File: config.mk
export PLATFORM = sky130hd
export DESIGN_NAME = word_line_fifo_flat
export DESIGN_NICKNAME = d
export VERILOG_FILES = /design/src/rtl/word_line_pkg.sv /design/src/rtl/word_line_fifo_if.sv /design/src/rtl/word_line_ram.sv /design/src/rtl/word_line_fifo.sv /design/src/flat_wrapper.sv
export SDC_FILE = /design/constraint.sdc
export NUM_CORES = 1
export LEC_CHECK = 0
export CORE_MARGIN = 4
export CORE_UTILIZATION = 58
export CTS_CLUSTER_DIAMETER = 200
export DETAILED_ROUTE_END_ITERATION = 16
export PLACE_DENSITY = 0.79
export SLEW_MARGIN = 10
export SYNTH_ARGS = -nofsm -noshare
export SYNTH_HDL_FRONTEND = slang
export SYNTH_SLANG_ARGS = --single-unit
export TNS_END_PERCENT = 20
File: constraint.sdc
create_clock -name clk -period 4.5 [get_ports clk]
set_input_delay 1.35 -clock clk [delete_from_list [all_inputs] [get_ports clk]]
set_output_delay 1.35 -clock clk [all_outputs]
set_load 0.01 [all_outputs]
File: src/rtl/word_line_pkg.sv
// word_line_pkg
// Shared definitions for the word-line FIFO slice.
//   mode_t           : 3-bit read transform select carried on the FIFO bus
//   MODE_PASS        : popped word is presented unchanged
//   MODE_SHIFTRIGHT2 : popped word is presented logically shifted right by 2
//   is_shift_mode()  : true only for MODE_SHIFTRIGHT2; every other code is a pass
package word_line_pkg;

    typedef logic [2:0] mode_t;

    localparam mode_t MODE_PASS        = 3'b000;
    localparam mode_t MODE_SHIFTRIGHT2 = 3'b001;

    function automatic logic is_shift_mode(input mode_t mode);
        return (mode == MODE_SHIFTRIGHT2);
    endfunction

endpackage

File: src/rtl/word_line_fifo_if.sv
// word_line_fifo_if
// Bus between a producer/consumer and the word-line FIFO.
//   load, number    : write strobe and write data
//   read, mode      : pop request and read transform select
//   data_out        : registered popped word, valid_out marks a fresh pop
//   full, empty     : registered occupancy flags
//   count           : registered occupancy, log2(DEPTH)+1 bits
//   wrapout         : one-cycle pulse after the write pointer wraps to 0
// Modports: master drives load/number/read/mode, slave (the FIFO) drives the rest.
interface word_line_fifo_if
    import word_line_pkg::*;
#(
    parameter int WIDTH = 24,
    parameter int DEPTH = 8
);

    localparam int CW = $clog2(DEPTH) + 1;

    logic             load;
    logic [WIDTH-1:0] number;
    logic             read;
    mode_t            mode;
    logic [WIDTH-1:0] data_out;
    logic             valid_out;
    logic             full;
    logic             empty;
    logic [CW-1:0]    count;
    logic             wrapout;

    modport master (
        output load, number, read, mode,
        input  data_out, valid_out, full, empty, count, wrapout
    );

    modport slave (
        input  load, number, read, mode,
        output data_out, valid_out, full, empty, count, wrapout
    );

endinterface

File: src/rtl/word_line_ram.sv
// word_line_ram
// DEPTH x WIDTH storage with one synchronous write port and one synchronous
// read port. The array has no reset.
//   clk              : clock
//   wr_en/wr_addr/wr_data : write port, stored on the rising edge
//   rd_en/rd_addr    : read port, rd_data updates only when rd_en is high
//   rd_data          : registered read data, holds between reads
module word_line_ram #(
    parameter int WIDTH = 24,
    parameter int DEPTH = 8,
    parameter int AW    = $clog2(DEPTH)
) (
    input  logic             clk,
    input  logic             wr_en,
    input  logic [AW-1:0]    wr_addr,
    input  logic [WIDTH-1:0] wr_data,
    input  logic             rd_en,
    input  logic [AW-1:0]    rd_addr,
    output logic [WIDTH-1:0] rd_data
);

    logic [WIDTH-1:0] mem [DEPTH];

    // Write port: a same-address read in this edge still sees the old word,
    // which is what a full FIFO needs on a simultaneous write and pop.
    always_ff @(posedge clk) begin
        if (wr_en) begin
            mem[wr_addr] <= wr_data;
        end
    end

    // Read port: holding rd_data between reads keeps the last popped word.
    always_ff @(posedge clk) begin
        if (rd_en) begin
            rd_data <= mem[rd_addr];
        end
    end

endmodule

File: src/rtl/word_line_fifo.sv
// word_line_fifo
// Synchronous FIFO of DEPTH words of WIDTH bits with an optional
// shift-right-by-2 transform applied to popped words.
//   clk   : single clock, all state changes on the rising edge
//   reset : synchronous, active-low; clears pointers, flags and outputs
//   bus   : word_line_fifo_if slave modport (load/number/read/mode in,
//           data_out/valid_out/full/empty/count/wrapout out)
module word_line_fifo
    import word_line_pkg::*;
#(
    parameter int WIDTH = 24,
    parameter int DEPTH = 8
) (
    input  logic          clk,
    input  logic          reset,
    word_line_fifo_if.slave bus
);

    localparam int AW = $clog2(DEPTH);
    localparam int CW = AW + 1;

    logic [AW-1:0]    wr_ptr;
    logic [AW-1:0]    rd_ptr;
    logic [CW-1:0]    count_q;
    logic             full_q;
    logic             empty_q;
    logic             valid_q;
    logic             wrap_q;
    logic             shift_q;
    logic             zero_q;
    logic             pop;
    logic             push;
    logic [WIDTH-1:0] ram_q;

    // A full FIFO can still take a write when a pop frees the slot in the
    // same edge; an empty FIFO never bypasses, so its pop is simply refused.
    assign pop  = bus.read && !empty_q;
    assign push = bus.load && (!full_q || pop);

    word_line_ram #(
        .WIDTH (WIDTH),
        .DEPTH (DEPTH),
        .AW    (AW)
    ) u_ram (
        .clk     (clk),
        .wr_en   (push && reset),
        .wr_addr (wr_ptr),
        .wr_data (bus.number),
        .rd_en   (pop && reset),
        .rd_addr (rd_ptr),
        .rd_data (ram_q)
    );

    // Pointer, occupancy and output-qualifier state. zero_q forces data_out
    // to 0 after reset until the first pop, since the RAM output has no reset.
    // shift_q captures the transform chosen in the pop cycle.
    always_ff @(posedge clk) begin
        if (!reset) begin
            wr_ptr  <= '0;
            rd_ptr  <= '0;
            count_q <= '0;
            full_q  <= 1'b0;
            empty_q <= 1'b1;
            valid_q <= 1'b0;
            wrap_q  <= 1'b0;
            shift_q <= 1'b0;
            zero_q  <= 1'b1;
        end else begin
            if (push) begin
                wr_ptr <= wr_ptr + AW'(1);
            end
            if (pop) begin
                rd_ptr  <= rd_ptr + AW'(1);
                shift_q <= is_shift_mode(bus.mode);
                zero_q  <= 1'b0;
            end
            case ({push, pop})
                2'b10: begin
                    count_q <= count_q + CW'(1);
                    full_q  <= (count_q == CW'(DEPTH - 1));
                    empty_q <= 1'b0;
                end
                2'b01: begin
                    count_q <= count_q - CW'(1);
                    full_q  <= 1'b0;
                    empty_q <= (count_q == CW'(1));
                end
                default: begin
                end
            endcase
            valid_q <= pop;
            wrap_q  <= push && (wr_ptr == AW'(DEPTH - 1));
        end
    end

    assign bus.data_out  = zero_q ? '0 : (shift_q ? (ram_q >> 2) : ram_q);
    assign bus.valid_out = valid_q;
    assign bus.full      = full_q;
    assign bus.empty     = empty_q;
    assign bus.count     = count_q;
    assign bus.wrapout   = wrap_q;

endmodule

File: src/flat_wrapper.sv
// flat-port wrapper written by rule: the top's interface ports become plain ports
module word_line_fifo_flat import word_line_pkg::*;
#(
    parameter int WIDTH = 24,
    parameter int DEPTH = 8
)
  (clk, reset, bus_load, bus_number, bus_read, bus_mode, bus_data_out, bus_valid_out, bus_full, bus_empty, bus_count, bus_wrapout);
  word_line_fifo_if #(.WIDTH(WIDTH), .DEPTH(DEPTH)) bus_i ();
  input  logic clk;
  input  logic reset;
  input wire logic [$bits(bus_i.load)-1:0] bus_load;
  input wire logic [$bits(bus_i.number)-1:0] bus_number;
  input wire logic [$bits(bus_i.read)-1:0] bus_read;
  input wire logic [$bits(bus_i.mode)-1:0] bus_mode;
  output wire logic [$bits(bus_i.data_out)-1:0] bus_data_out;
  output wire logic [$bits(bus_i.valid_out)-1:0] bus_valid_out;
  output wire logic [$bits(bus_i.full)-1:0] bus_full;
  output wire logic [$bits(bus_i.empty)-1:0] bus_empty;
  output wire logic [$bits(bus_i.count)-1:0] bus_count;
  output wire logic [$bits(bus_i.wrapout)-1:0] bus_wrapout;
  assign bus_i.load = bus_load;
  assign bus_i.number = bus_number;
  assign bus_i.read = bus_read;
  assign bus_i.mode = bus_mode;
  assign bus_data_out = bus_i.data_out;
  assign bus_valid_out = bus_i.valid_out;
  assign bus_full = bus_i.full;
  assign bus_empty = bus_i.empty;
  assign bus_count = bus_i.count;
  assign bus_wrapout = bus_i.wrapout;
  word_line_fifo #(.WIDTH(WIDTH), .DEPTH(DEPTH)) u_core (.clk(clk), .reset(reset), .bus(bus_i));
endmodule
==> metrics, run 1 <==
RR Endpoint=u_core.u_ram.mem[4][16]$_DFFE_PP_; Final min period=3700 ps; CTS clk-pin slew, worst paths=60 ps; final hold violations=0; H-tree depth=1; Num CTS Buffers=23; Iter 0 DRT Violations=311; core box area=15300 sq um; first-pass GRT wire length=26500 um; Crit Path Max Fanout=15; Final HPWL DP=10300 um; Post-CTS Hold Buffers=0; final hold slack=520 ps; PwrDens=417 nW/um^2; Yosys warning total=0; antenna viol nets, final=0; Sink Count=232; Slew Viols, Final=0; post-CTS setup repair buffer count=0; initial antenna violation count=0; die area=17800 sq um; Die Width=134 um; Critical Path AT=2350 ps; num rows=45; Synth Register Bits=232; fmax=270 MHz; Post-CTS Resized=0; Total GRT Usage=0.195; synthesized area per cell=20.4 sq um; Avg WL per Cell=22.6 um; ANT cells=0; sum of negative setup slack=0 ps; fraction of registers with async set or reset after synthesis=0; Pleak=3.38 nW; internal reg-to-reg setup slack=2230 ps; vias per std cell=5.78; Worst-Margin Slew=984 ps; Setup crit end=bus_data_out[2]; register cell area after layout=6810 sq um; GPL Wtd Cong=0.767; number of port buffers=62; worst vdd ir=0.322 mV; multi-input logic area=2210 sq um; CP startpoint=u_core.shift_q$_SDFFE_PN0P_; sequential area share after synthesis=0.744; Pre-antenna DRT Iters=5; status=finished clean; R2R Path Start=u_core.bus.empty$_SDFFE_PN1P_; Netlist Area Pre-Place=9150 sq um; number of I/O pins=63; EDFF count, synth=216; fillers=950; via count=4343; critical path class=reg2out; Residual DRC=0; final period utilization=0.823; data required time of the critical path=3150 ps; share of post-route cells with drive strength above 1=0.229; Synth Flop Type=edfxtp_1; largest net degree at the start of global routing=51; CTS root buf=clkbuf_16; crit end category=output pin; Max Root-Sink Buffers=3; RSZ-0062 raised after global routing=no; CTS tree=built; Worst Skew=11.6 ps; most frequent cells in the layout=edfxtp_1, clkdlybuf4s50_1, mux4_2; Skew-Pair Late Insertion Delay=500 ps; crit start category=flip-flop; Synth cell types=35; Slew HR=0.344; syn nets=487; die height=134 um; Total Wirelength=17000 um; vias in the first global route=4541; final global-route overflow total=0; final setup violation count=0; commonest non-fill, non-tap cell in the layout=edfxtp_1; Tot Pwr=4.47 mW; R2R cell count=5; area delta synth->final=17.3%; Net count, final=563; max_cap viols=0; initial cell density of the core=0.597; Gate Count Post-Synth=448; worst hold path type=reg2reg
-- power by group --
part           total [mW]  switching (mW)  internal, mW
sequential           2.46          0.0520          2.41
combinational       0.269           0.112         0.156
clock                1.74           0.742          1.00
total                4.47           0.906          3.56
-- kinds of logic (layout without fill, tap and decap cells) --
logic type / count (synthesis) / in the layout / share of synthesized area
xor+xnor: 5 / 5 / 0.00479
mux: 97 / 97 / 0.179
flops: 232 / 232 / 0.744
compound gates: 10 / 10 / 0.00725
simple gates: 68 / 68 / 0.0365
buf+inv: 28 / 121 / 0.0170
fa+ha+maj: 8 / 8 / 0.0109
-- final cells by class --
| cell class | instances | share of cell area |
|---|---|---|
| clock inverter | 11 | 0.00746 |
| tap | 211 | 0.0246 |
| inverter | 4 | 0.00140 |
| clock buffer | 31 | 0.0564 |
| sequential | 232 | 0.635 |
| multi-input combinational | 188 | 0.206 |
| timing repair buffer | 75 | 0.0693 |
-- routing by layer --
metal	global-route usage	vias up	wire [um]
li1	-	1941	-
met1	0.269	2227	6950
met2	0.330	149	8810
met3	0.0321	26	890
met4	0.0469	0	318
met5	0	-	0
-- sequential cells by signal, indices dropped and copies added (netlist names) --
signal	flops
u_core.wr_ptr	3
u_core.zero_q	1
u_core.bus.wrapout	1
u_core.u_ram.mem	192
u_core.bus.count	4
u_core.bus.full	1
u_core.bus.empty	1
u_core.rd_ptr	3
u_core.shift_q	1
u_core.u_ram.rd_data	24
u_core.bus.valid_out	1
-- synthesized netlist by cell type (4+ instances only) --
cell type / number / area share
mux2_2: 14 / 0.017
mux2i_1: 25 / 0.027
and2_1: 7 / 0.0048
inv_1: 4 / 0.0016
dfxtp_1: 16 / 0.035
buf_2: 8 / 0.0044
clkbuf_1: 11 / 0.0045
nor2b_1: 5 / 0.0034
nor2_1: 29 / 0.012
edfxtp_1: 216 / 0.71
ha_1: 8 / 0.011
nand2_1: 10 / 0.0041
mux2_4: 10 / 0.016
mux4_2: 48 / 0.12
-- worst min-delay path by stage --
stage	startpoint	end	slack, ps	cells after the start
6_report	u_core.bus.empty$_SDFFE_PN1P_	u_core.bus.empty$_SDFFE_PN1P_	520	2
4_1_cts	u_core.bus.empty$_SDFFE_PN1P_	u_core.bus.empty$_SDFFE_PN1P_	520	2
5_1_grt	u_core.bus.empty$_SDFFE_PN1P_	u_core.bus.empty$_SDFFE_PN1P_	560	2
3_3_place_gp	u_core.bus.empty$_SDFFE_PN1P_	u_core.bus.empty$_SDFFE_PN1P_	510	2
2_1_floorplan	u_core.bus.empty$_SDFFE_PN1P_	u_core.bus.empty$_SDFFE_PN1P_	550	2
3_5_place_dp	u_core.bus.empty$_SDFFE_PN1P_	u_core.bus.empty$_SDFFE_PN1P_	510	2
-- stage by stage --
step / cells / setup slack [ps] / instance area, sq um / utilization
floorplan: 448 / 347 / 9150 / -
global placement: 710 / 939 / 10000 / 0.656
detailed placement: 710 / 863 / 10000 / 0.656
CTS: 752 / 778 / 10700 / 0.700
global route: 752 / 704 / 10700 / 0.700
finish: 752 / 797 / 10700 / 0.700
-- worst max-delay path: stages (launching register included) --
cell,delay (ps)
dfxtp_1,780
buf_12,250
mux2i_1,210
nor2_1,70
clkdlybuf4s50_1,550
Power figures use the tool's default switching activity.
==> run 2, diff against run 1 <==
- clock period: 4.5 -> 3.9 ns (I/O delays scaled with it)
==> metrics, run 2 (synthesis gave the netlist of run 1 again) <==
Placed Instances=714 (+0.56%); max_cap viols=0 (unchanged); Int Power=4.17 mW (+17%); vias in the first global route=4567 (+0.57%); largest net degree at the start of global routing=51 (unchanged); data required time of the critical path=2730 ps (-420 ps); final hold slack=570 ps (+49.3 ps); worst vdd ir=0.333 mV (+3.5%); Clk pwr share=0.396 (+0.006); final global-route overflow total=0 (unchanged); die area=17800 sq um (unchanged); initial cell density of the core=0.597 (unchanged); Worst Skew=14.0 ps (+2.43 ps); initial antenna violation count=0 (unchanged); Largest register FFs=192 (unchanged); commonest non-fill, non-tap cell in the layout=edfxtp_1; cell area after placement=10100 sq um (+0.11%); worst hold path type=reg2reg; CTS root buf=clkbuf_16; ANT cells=0 (unchanged); die height=134 um (unchanged); final setup violation count=0 (unchanged); largest register by flop count=u_core.u_ram.mem; Finished Layout Cells=755 (+0.40%); most frequent cells in the layout=edfxtp_1, clkdlybuf4s50_1, mux4_2; H-tree depth=1 (unchanged); fillers=957 (+0.74%); crit end category=output pin; core box area=15300 sq um (unchanged); first-pass GRT wire length=26400 um (-0.31%); Pre-antenna DRT Iters=4 (-1); Slew Viols, Final=0 (unchanged); Sink Count=232 (unchanged); Worst-Margin Slew=1020 ps (+31.1 ps); Final Util=0.703 (+0.00253); antenna viol nets, final=0 (unchanged); number of port buffers=62 (unchanged); CTS clk-pin slew, worst paths=60 ps (about the same); Post-CTS Resized=0 (unchanged); Skew-Pair Late Insertion Delay=490 ps (about the same); Gate power share=0.060 (about the same); area delta synth->final=17.7%; Num CTS Buffers=23 (unchanged); GPL Wtd Cong=0.802 (+4.5%); CTS tree=built; number of I/O pins=63 (unchanged); critical path class=reg2out; sw power=1.04 mW (+15%); RSZ-0062 raised after global routing=no; Total GRT Usage=0.193 (-0.00184); Iter 0 DRT Violations=232 (-25%); Critical Path AT=2000 ps (-350 ps); Residual DRC=0 (unchanged); status=finished clean; Slew HR=0.323 (-0.0207); via count=4313 (-0.69%); post-CTS setup repair buffer count=0 (unchanged); crit start category=flip-flop; final period utilization=0.812; internal reg-to-reg setup slack=1680 ps (-550 ps); Total Wirelength=16400 um (-3.3%); sum of negative setup slack=0 ps (unchanged); Final min period=3170 ps; Die Width=134 um (unchanged); Net count, final=567 (+0.71%); Pleak=3.41 nW (+0.85%); Max Root-Sink Buffers=3 (unchanged); switch share=0.199 (-0.00323); final instance area=10800 sq um (+0.36%); num rows=45 (unchanged); share of post-route cells with drive strength above 1=0.241 (+0.0116); Avg WL per Cell=21.7 um (-3.7%); vias per std cell=5.71 (-1.1%); final hold violations=0 (unchanged); Crit Path Max Fanout=15 (unchanged); sequential share of power=0.544 (-0.006); PwrDens=483 nW/um^2 (+16%); fmax=316 MHz; Post-CTS Hold Buffers=0 (unchanged); Final HPWL DP=9700 um (-5.6%)
[run 2: changes by cell type in the layout (fill, tap and decap cells not counted), sizes merged]
cell    previous run  this run
buf               13        17
clkinv             7        11
clkbuf            31        25
bufinv             1         2
[run 2: worst max-delay path, cell delays in order, from the launching register on]
cell	delay (ps)
dfxtp_1	350
buf_4	310
mux2i_1	300
nor2_1	70
clkdlybuf4s50_1	490
[run 2: per-stage QoR]
step	total power, mW	setup WS, ps
after floorplan	3.07	-68.4
after global placement	3.19	575
after detailed placement	3.20	499
after CTS	5.25	671
after global routing	5.40	635
final	5.21	733
[run 2: final timing paths]
path | from | end | cells past startpoint
setup reg to reg | u_core.rd_ptr[0]$_SDFFE_PN0P_ | u_core.u_ram.rd_data[21]$_DFFE_PP_ | 2
hold reg to reg | u_core.bus.empty$_SDFFE_PN1P_ | u_core.bus.empty$_SDFFE_PN1P_ | 2
hold / removal | u_core.bus.empty$_SDFFE_PN1P_ | u_core.bus.empty$_SDFFE_PN1P_ | 2
setup / recovery | u_core.shift_q$_SDFFE_PN0P_ | bus_data_out[0] | 4
[run 2: power groups by stage]
stage | Sequential (mW) | Clock [mW] | Combinational [mW]
finish | 2.83 | 2.06 | 0.314
global route | 2.84 | 2.22 | 0.342
CTS | 2.83 | 2.10 | 0.319
detailed placement | 2.88 | 0 | 0.315
global placement | 2.88 | 0 | 0.306
floorplan | 2.85 | 0 | 0.220
[run 2: layer usage]
layer | global-route usage | share of wire | up-vias
met4 | 0.0503 | 0.015 | 0
li1 | - | - | 1951
met3 | 0.0291 | 0.047 | 17
met5 | 0 | 0 | -
met2 | 0.325 | 0.52 | 110
met1 | 0.269 | 0.42 | 2235
[run 2: area by class of cell]
cell class	count	area [sq um]	share of cell area
multi-input combinational	188	2210	0.206
sequential	232	6810	0.633
tap	211	264	0.0245
clock buffer	25	583	0.0542
clock inverter	16	130	0.0121
timing repair buffer	79	748	0.0695
inverter	4	15.0	0.00139
